**config.mk**
```make
export PLATFORM = sky130hd
export DESIGN_NAME = divisor_clk_param
export DESIGN_NICKNAME = d
export VERILOG_FILES = /design/src/rtl/divisor_clk_param_pkg.sv /design/src/rtl/divisor_clk_param_canal.sv /design/src/rtl/divisor_clk_param.sv
export SDC_FILE = /design/constraint.sdc
export NUM_CORES = 1
export LEC_CHECK = 0
export BUFFER_PORTS_ARGS = -buffer_cell sky130_fd_sc_hd__buf_2
export CAP_MARGIN = 25
export CORE_MARGIN = 2
export CORE_UTILIZATION = 42
export DETAILED_ROUTE_END_ITERATION = 10
export HOLD_SLACK_MARGIN = 0.03
export SLEW_MARGIN = 40
export SYNTH_ARGS = -nofsm -noshare
export SYNTH_HDL_FRONTEND = slang
export SYNTH_SLANG_ARGS = --single-unit
```
**constraint.sdc**
```tcl
create_clock -name clk -period 3.3 [get_ports clk]
set_input_delay 0.33 -clock clk [delete_from_list [all_inputs] [get_ports clk]]
set_output_delay 0.33 -clock clk [all_outputs]
set_load 0.02 [all_outputs]
```
**src/rtl/divisor_clk_param_pkg.sv**
```systemverilog
// Shared constants and the divisor clamp for the programmable clock-divider bank.
package divisor_pkg;

  localparam int unsigned LARG_DEF       = 8;
  localparam int unsigned DIV_MIN        = 2;
  localparam int unsigned DIV_PADRAO_DEF = 5;

  // Divisors below DIV_MIN cannot produce a tick/idle pair, so they are raised to it.
  function automatic logic [31:0] limita_divisor(input logic [31:0] valor);
    return (valor < DIV_MIN) ? 32'(DIV_MIN) : valor;
  endfunction

endpackage

```
**src/rtl/divisor_clk_param_canal.sv**
```systemverilog
// One divider channel: programmable modulo counter with registered divided clock,
// terminal-count tick and tick-rate toggle.
module canal_divisor
  import divisor_pkg::*;
#(
  parameter int unsigned LARG       = LARG_DEF,
  parameter int unsigned DIV_PADRAO = DIV_PADRAO_DEF
) (
  input  logic            clk,
  input  logic            reset,
  input  logic            adv,
  input  logic            carregar_local,
  input  logic [LARG-1:0] divisor_in,
  output logic            clk_div,
  output logic            pulso,
  output logic            alternado
);

  logic [LARG-1:0] cnt;
  logic [LARG-1:0] div;
  logic [LARG-1:0] cnt_prox;
  logic            terminal;

  always_comb begin
    terminal = (cnt == div - LARG'(1));
    cnt_prox = terminal ? '0 : cnt + LARG'(1);
  end

  // Load takes priority over an advance, so a load at terminal count swallows the tick.
  always_ff @(posedge clk) begin
    if (reset) begin
      cnt       <= '0;
      div       <= LARG'(DIV_PADRAO);
      clk_div   <= 1'b1;
      pulso     <= 1'b0;
      alternado <= 1'b0;
    end else if (carregar_local) begin
      cnt     <= '0;
      div     <= LARG'(limita_divisor(32'(divisor_in)));
      clk_div <= 1'b1;
      pulso   <= 1'b0;
    end else if (adv) begin
      cnt     <= cnt_prox;
      clk_div <= (cnt_prox < (div >> 1));
      pulso   <= terminal;
      if (terminal) alternado <= ~alternado;
    end else begin
      pulso <= 1'b0;
    end
  end

endmodule

```
**src/rtl/divisor_clk_param.sv**
```systemverilog
// Bank of NUM_CANAIS runtime-programmable clock dividers, independent or cascaded.
module divisor_clk_param
  import divisor_pkg::*;
#(
  parameter int unsigned NUM_CANAIS = 2,
  parameter int unsigned LARG       = LARG_DEF,
  parameter int unsigned DIV_PADRAO = DIV_PADRAO_DEF
) (
  input  logic                  clk,
  input  logic                  reset,
  input  logic                  enable,
  input  logic                  modo_cascata,
  input  logic                  carregar,
  input  logic [2:0]            canal_sel,
  input  logic [LARG-1:0]       divisor_in,
  output logic [NUM_CANAIS-1:0] clk_div,
  output logic [NUM_CANAIS-1:0] pulso,
  output logic [NUM_CANAIS-1:0] alternado
);

  logic [NUM_CANAIS-1:0] adv;
  logic [NUM_CANAIS-1:0] carrega_sel;

  genvar i;
  generate
    for (i = 0; i < NUM_CANAIS; i++) begin : g_canal
      // Cascade keys on the registered tick of the previous channel, giving an exact product period.
      if (i == 0) begin : g_primeiro
        assign adv[i] = enable;
      end else begin : g_seguinte
        assign adv[i] = enable & (~modo_cascata | pulso[i-1]);
      end

      assign carrega_sel[i] = carregar & (canal_sel == 3'(i));

      canal_divisor #(
        .LARG       (LARG),
        .DIV_PADRAO (DIV_PADRAO)
      ) u_canal (
        .clk            (clk),
        .reset          (reset),
        .adv            (adv[i]),
        .carregar_local (carrega_sel[i]),
        .divisor_in     (divisor_in),
        .clk_div        (clk_div[i]),
        .pulso          (pulso[i]),
        .alternado      (alternado[i])
      );
    end
  endgenerate

endmodule

```
* Word-level counts from Yosys, hierarchy flattened
Index checks and enable logic that the tools add are counted.
Storage, ports and cells: bits in registers 38, output and inout bits 6, word-level logic and storage cells 41
Operators by class: muxes and demuxes 3, add/sub/neg operators 4, equal/unequal tests 3, reduce and logical (&&, ||, !) cells 7, order comparisons 3, bitwise operators 11
Operators by type and width (number):
- $mux 8 | 3
- $add 8x1->8 const B | 2
- $eq 8x8->1 | 2
- $lt 8x7->1 | 2
- $sub 8x1->8 const B | 2
- $lt 8x2->1 const B | 1
- $not 1->1 | 7
- $reduce_and 3->1 | 2
- $reduce_or 3->1 | 2
- $reduce_or 2->1 | 2
- $and 1x1->1 | 3
- $eq 3x1->1 const B | 1
- $logic_not 3->1 | 1
- $or 1x1->1 | 1

* Longest topological paths before layout
depth after elaboration 5, depth in mapped cells 16, mapped depth without buffers 15

* Cells and area by module
Synthesis repeated with hierarchy kept, for this count alone.
Unflattened totals: cells, all modules 336, area total of the unflattened synthesis 2806.4 µm²
By module, submodules not included:
- canal_divisor | instances 2, area an instance 1383.8 µm², cells each 166
- divisor_clk_param | instances 1, area an instance 38.8 µm², cells each 4

* Worst setup path before layout
Ideal clock, no wire load.
path kind reg2reg, from register g_canal[1].u_canal.div[0], to register g_canal[1].u_canal.clk_div, cell stages (with the launch flop) 17, library setup time 74 ps, setup slack -66 ps, buffers on the path 3, arrival time 3292 ps, cell sequence dfxtp_1 -> clkbuf_1 -> inv_1 -> ha_1 -> clkbuf_1 -> o21ba_2 -> a221oi_1 -> a41oi_1 -> a2111o_1 -> clkbuf_1 -> o21a_1 -> ha_1 -> a21o_1 -> a211oi_1 -> a2111oi_0 -> o21a_1 -> o21ai_0
On the way: word-level cells in the longest chain between the ends 4
RTL lines:
- start, declared | RTL line divisor_clk_param_canal.sv:20 | logic [LARG-1:0] div;
- start signal, assigned | RTL line divisor_clk_param_canal.sv:33 | div <= LARG'(DIV_PADRAO);
- start signal, assigned | RTL line divisor_clk_param_canal.sv:39 | div <= LARG'(limita_divisor(32'(divisor_in)));
- $sub 8x1->8 | RTL line divisor_clk_param_canal.sv:25 | terminal = (cnt == div - LARG'(1));
- $eq 8x8->1 | RTL line divisor_clk_param_canal.sv:25
- $mux 8 | RTL line divisor_clk_param_canal.sv:26 | cnt_prox = terminal ? '0 : cnt + LARG'(1);
- named net g_canal[1].u_canal.cnt_prox[5] | RTL line divisor_clk_param_canal.sv:21 | logic [LARG-1:0] cnt_prox;
- $lt 8x7->1 | RTL line divisor_clk_param_canal.sv:44 | clk_div <= (cnt_prox < (div >> 1));
- end signal, assigned | RTL line divisor_clk_param_canal.sv:44
- end, declared | RTL line divisor_clk_param_canal.sv:14 | output logic clk_div,
The timed path passes the listed nets, and every way through them passes these cells. A chain may end at the register's enable or synchronous reset.

* Final worst setup path
from register g_canal[1].u_canal.div[1], to register g_canal[1].u_canal.clk_div
The elaborated chain is that of the path after synthesis.

==> run summary <==
CTS Buf Count = 5
total power = 1037 uW
clk sinks = 38
worst path required time = 3.49 ns
Worst slew margin = 0.5838
fin area = 3014 um^2
Crit Path Category = reg2reg
Max VDD drop = 0.1994 mV
worst hold path type = in2reg
CTS Buffer Depth = 2
DR vias/cell = 5.471
antenna fix cells = 0
via count of the routed design = 2522
layout cell share with drive strength beyond 1 = 0.1380
GP Congestion = 0.8202
Die W = 84.39 um
fmax = 0.3231 GHz
Critical Path AT = 3.28 ns
Root Buffer = clkbuf_8
CP bufs+invs = 3
Die Ht = 84.39 um
post-synthesis sequential area ratio = 0.2803
Syn Inst Count = 370
vias in the first global route = 2299
Synth warnings = 0
Area Overhead vs Synth = 11.06%
final core occ = 0.4774
clk_skew = 0.005392 ns
Crit path largest cell delay = 0.49 ns
Max-Cap Viols = 0
post-DR wirelength/cell = 13.54 um
Worst R2R Setup Slack = 0.21 ns
RSZ-0062 raised after global routing = no
Max Slew Vio Count = 0
hold_buf cts = 0
CP max-delay cell = a2111o_2
GR Util All Layers = 0.1841
critical-path cell list = inv_1, ha_1, buf_4, o21bai_1, a211oi_1, o21bai_1, a2111o_2, buf_4, and2_1, ha_1, nand2_1, a2111oi_2, o21a_1, o21ai_1
Routed Antenna Nets = 0
# H-tree levels = 2
Startpoint Class = flip-flop
Initial Util = 0.4298
Post-DP HPWL = 4513 um
synthesized area per cell = 7.335 um^2
CP delay by family, top = compound AO/OA/AOI/OAI gates
fin nets = 415
Rows = 29
fillcell total = 657
number of synthesized flops with an enable pin = 0
# IOs = 22
worst-path fanout max = 5
first-pass GRT wire length = 10850 um
clock slew at the register clock pins of the worst setup and hold paths = 0.08 ns
final setup fails = 0
ys async rst share = 0
outcome = finished clean
synth unique cells = 51
total congestion overflow = 0
1st-pass router iterations = 4
placed cells = 448
CTS tree = yes
antenna violations before repair = 0
drc violations = 0
PD cells = 344.0 nW/um^2
Post-Syn Nets = 402
Mapped Area = 2714 um^2
Period minus WS final = 3.095 ns
Tcrit/Tclk final = 0.9377
crit path capture type = flip-flop
largest net degree at the start of global routing = 22
final hold violation count = 0
die area = 7121 um^2
Worst-Margin Slew = 0.6219 ns
setup_tns = 0 ns
Lkg Pwr = 0.001186 uW
Post-DP Area = 2850 um^2
port buffer count = 21
Synth Register Bits = 38
WL final = 6243 um
DR iter-0 viols = 168
ys flop type = dfxtp_1
non-filler cells, final = 461
worst-skew pair later-pin latency = 0.29 ns
area of the core = 6314 um^2
[through the flow]
| stage | hold slack, ns | setup WS (ns) |
|---|---|---|
| after global placement | 0.4662 | 0.1568 |
| after global routing | 0.2927 | 0.02440 |
| final | 0.3036 | 0.2054 |
| after floorplan | 0.4402 | 0.01148 |
| after CTS | 0.2918 | 0.03202 |
| after detailed placement | 0.4714 | 0.07873 |
[report_power, final]
part	switching [uW]	internal (uW)
logic	90.0	65.7
clock network	174	223
registers	14.4	470
[Yosys cell counts (2+ instances only)]
| cell | n | area, um^2 |
|---|---|---|
| a21o_1 | 3 | 22.52 |
| o21a_1 | 3 | 22.52 |
| buf_1 | 2 | 7.510 |
| o21bai_1 | 3 | 22.52 |
| o31a_1 | 2 | 17.52 |
| o22ai_1 | 6 | 37.54 |
| a41oi_1 | 2 | 17.52 |
| a31oi_1 | 6 | 37.54 |
| and2_1 | 9 | 56.30 |
| nor4_1 | 6 | 37.54 |
| clkbuf_1 | 21 | 78.83 |
| dfxtp_1 | 38 | 760.7 |
| o22a_1 | 3 | 26.28 |
| nor3_1 | 16 | 80.08 |
| o211ai_1 | 3 | 22.52 |
| nand2_1 | 49 | 183.9 |
| nor2b_1 | 9 | 56.30 |
| a211o_1 | 4 | 35.03 |
| xnor2_1 | 17 | 148.9 |
| a21oi_1 | 32 | 160.2 |
| nand2b_1 | 2 | 12.51 |
| ha_1 | 16 | 200.2 |
| buf_4 | 6 | 45.04 |
| nor2_1 | 28 | 105.1 |
| inv_1 | 21 | 78.83 |
| nand3_1 | 21 | 105.1 |
| xor2_1 | 8 | 70.07 |
| o21ai_0 | 7 | 35.03 |
| a211oi_1 | 5 | 37.54 |
[timing repair]
action                                  CTS  global route
gates resized for setup                   0             6
endpoints found under the setup margin    0             2
buffers inserted                          0             4
[area by class of cell]
| type | count | area (um^2) | area share |
|---|---|---|---|
| Clock buffer | 5 | 68.82 | 0.02283 |
| Clock inverter | 3 | 40.04 | 0.01328 |
| Inverter | 22 | 82.58 | 0.02740 |
| Multi-Input combinational cell | 280 | 1747 | 0.5795 |
| Sequential cell | 38 | 762.0 | 0.2528 |
| Tap cell | 77 | 96.34 | 0.03196 |
| Timing Repair Buffer | 36 | 217.7 | 0.07223 |
[path summary, 6_finish.rpt]
path / startpoint / cells after the start / endpoint
hold / removal: divisor_in[2] / 2 / g_canal[0].u_canal.div[2]
setup reg to reg: g_canal[1].u_canal.div[1] / 14 / g_canal[1].u_canal.clk_div
setup / recovery: g_canal[1].u_canal.div[1] / 14 / g_canal[1].u_canal.clk_div
hold reg to reg: g_canal[1].u_canal.alternado / 2 / g_canal[1].u_canal.alternado
[routing by layer]
layer | global-route usage | vias up | routed length [um]
met4 | 0.05628 | 0 | 45
met5 | 0 | - | 0
met2 | 0.2771 | 71 | 2551
met3 | 0.03048 | 2 | 359
met1 | 0.2695 | 1131 | 3286
li1 | - | 1318 | -
[flip-flops by register name, indices dropped and copies added, names as in the netlist]
name,flops
g_canal.u_canal.alternado,2
g_canal.u_canal.clk_div,2
g_canal.u_canal.cnt,16
g_canal.u_canal.pulso,2
g_canal.u_canal.div,16
[layout by cell type (no fill, tap or decap), types with 6 or more instances in the layout]
cell type	n
and2_1	9
xnor2_1	17
o22ai_1	6
xor2_1	8
nor2_1	28
nor4_1	6
nor2b_1	9
a21oi_1	32
ha_1	16
a31oi_1	6
nand2_1	49
inv_1	21
dfxtp_1	37
nor3_1	16
buf_4	15
nand3_1	21
buf_2	21
[cells by family (layout without fill, tap and decap cells)]
family	Yosys count	count (layout)	share of synthesized area
AOI/OAI and AO/OA	90	91	0.2190
and+or+nand+nor	147	147	0.2573
DFF	38	38	0.2803
adders and majority gates	16	16	0.07377
xor gates and xnor gates	25	25	0.08068
buffers and inverters	53	66	0.08483
muxes	1	1	0.004149
(Power assumes the default switching activity.)
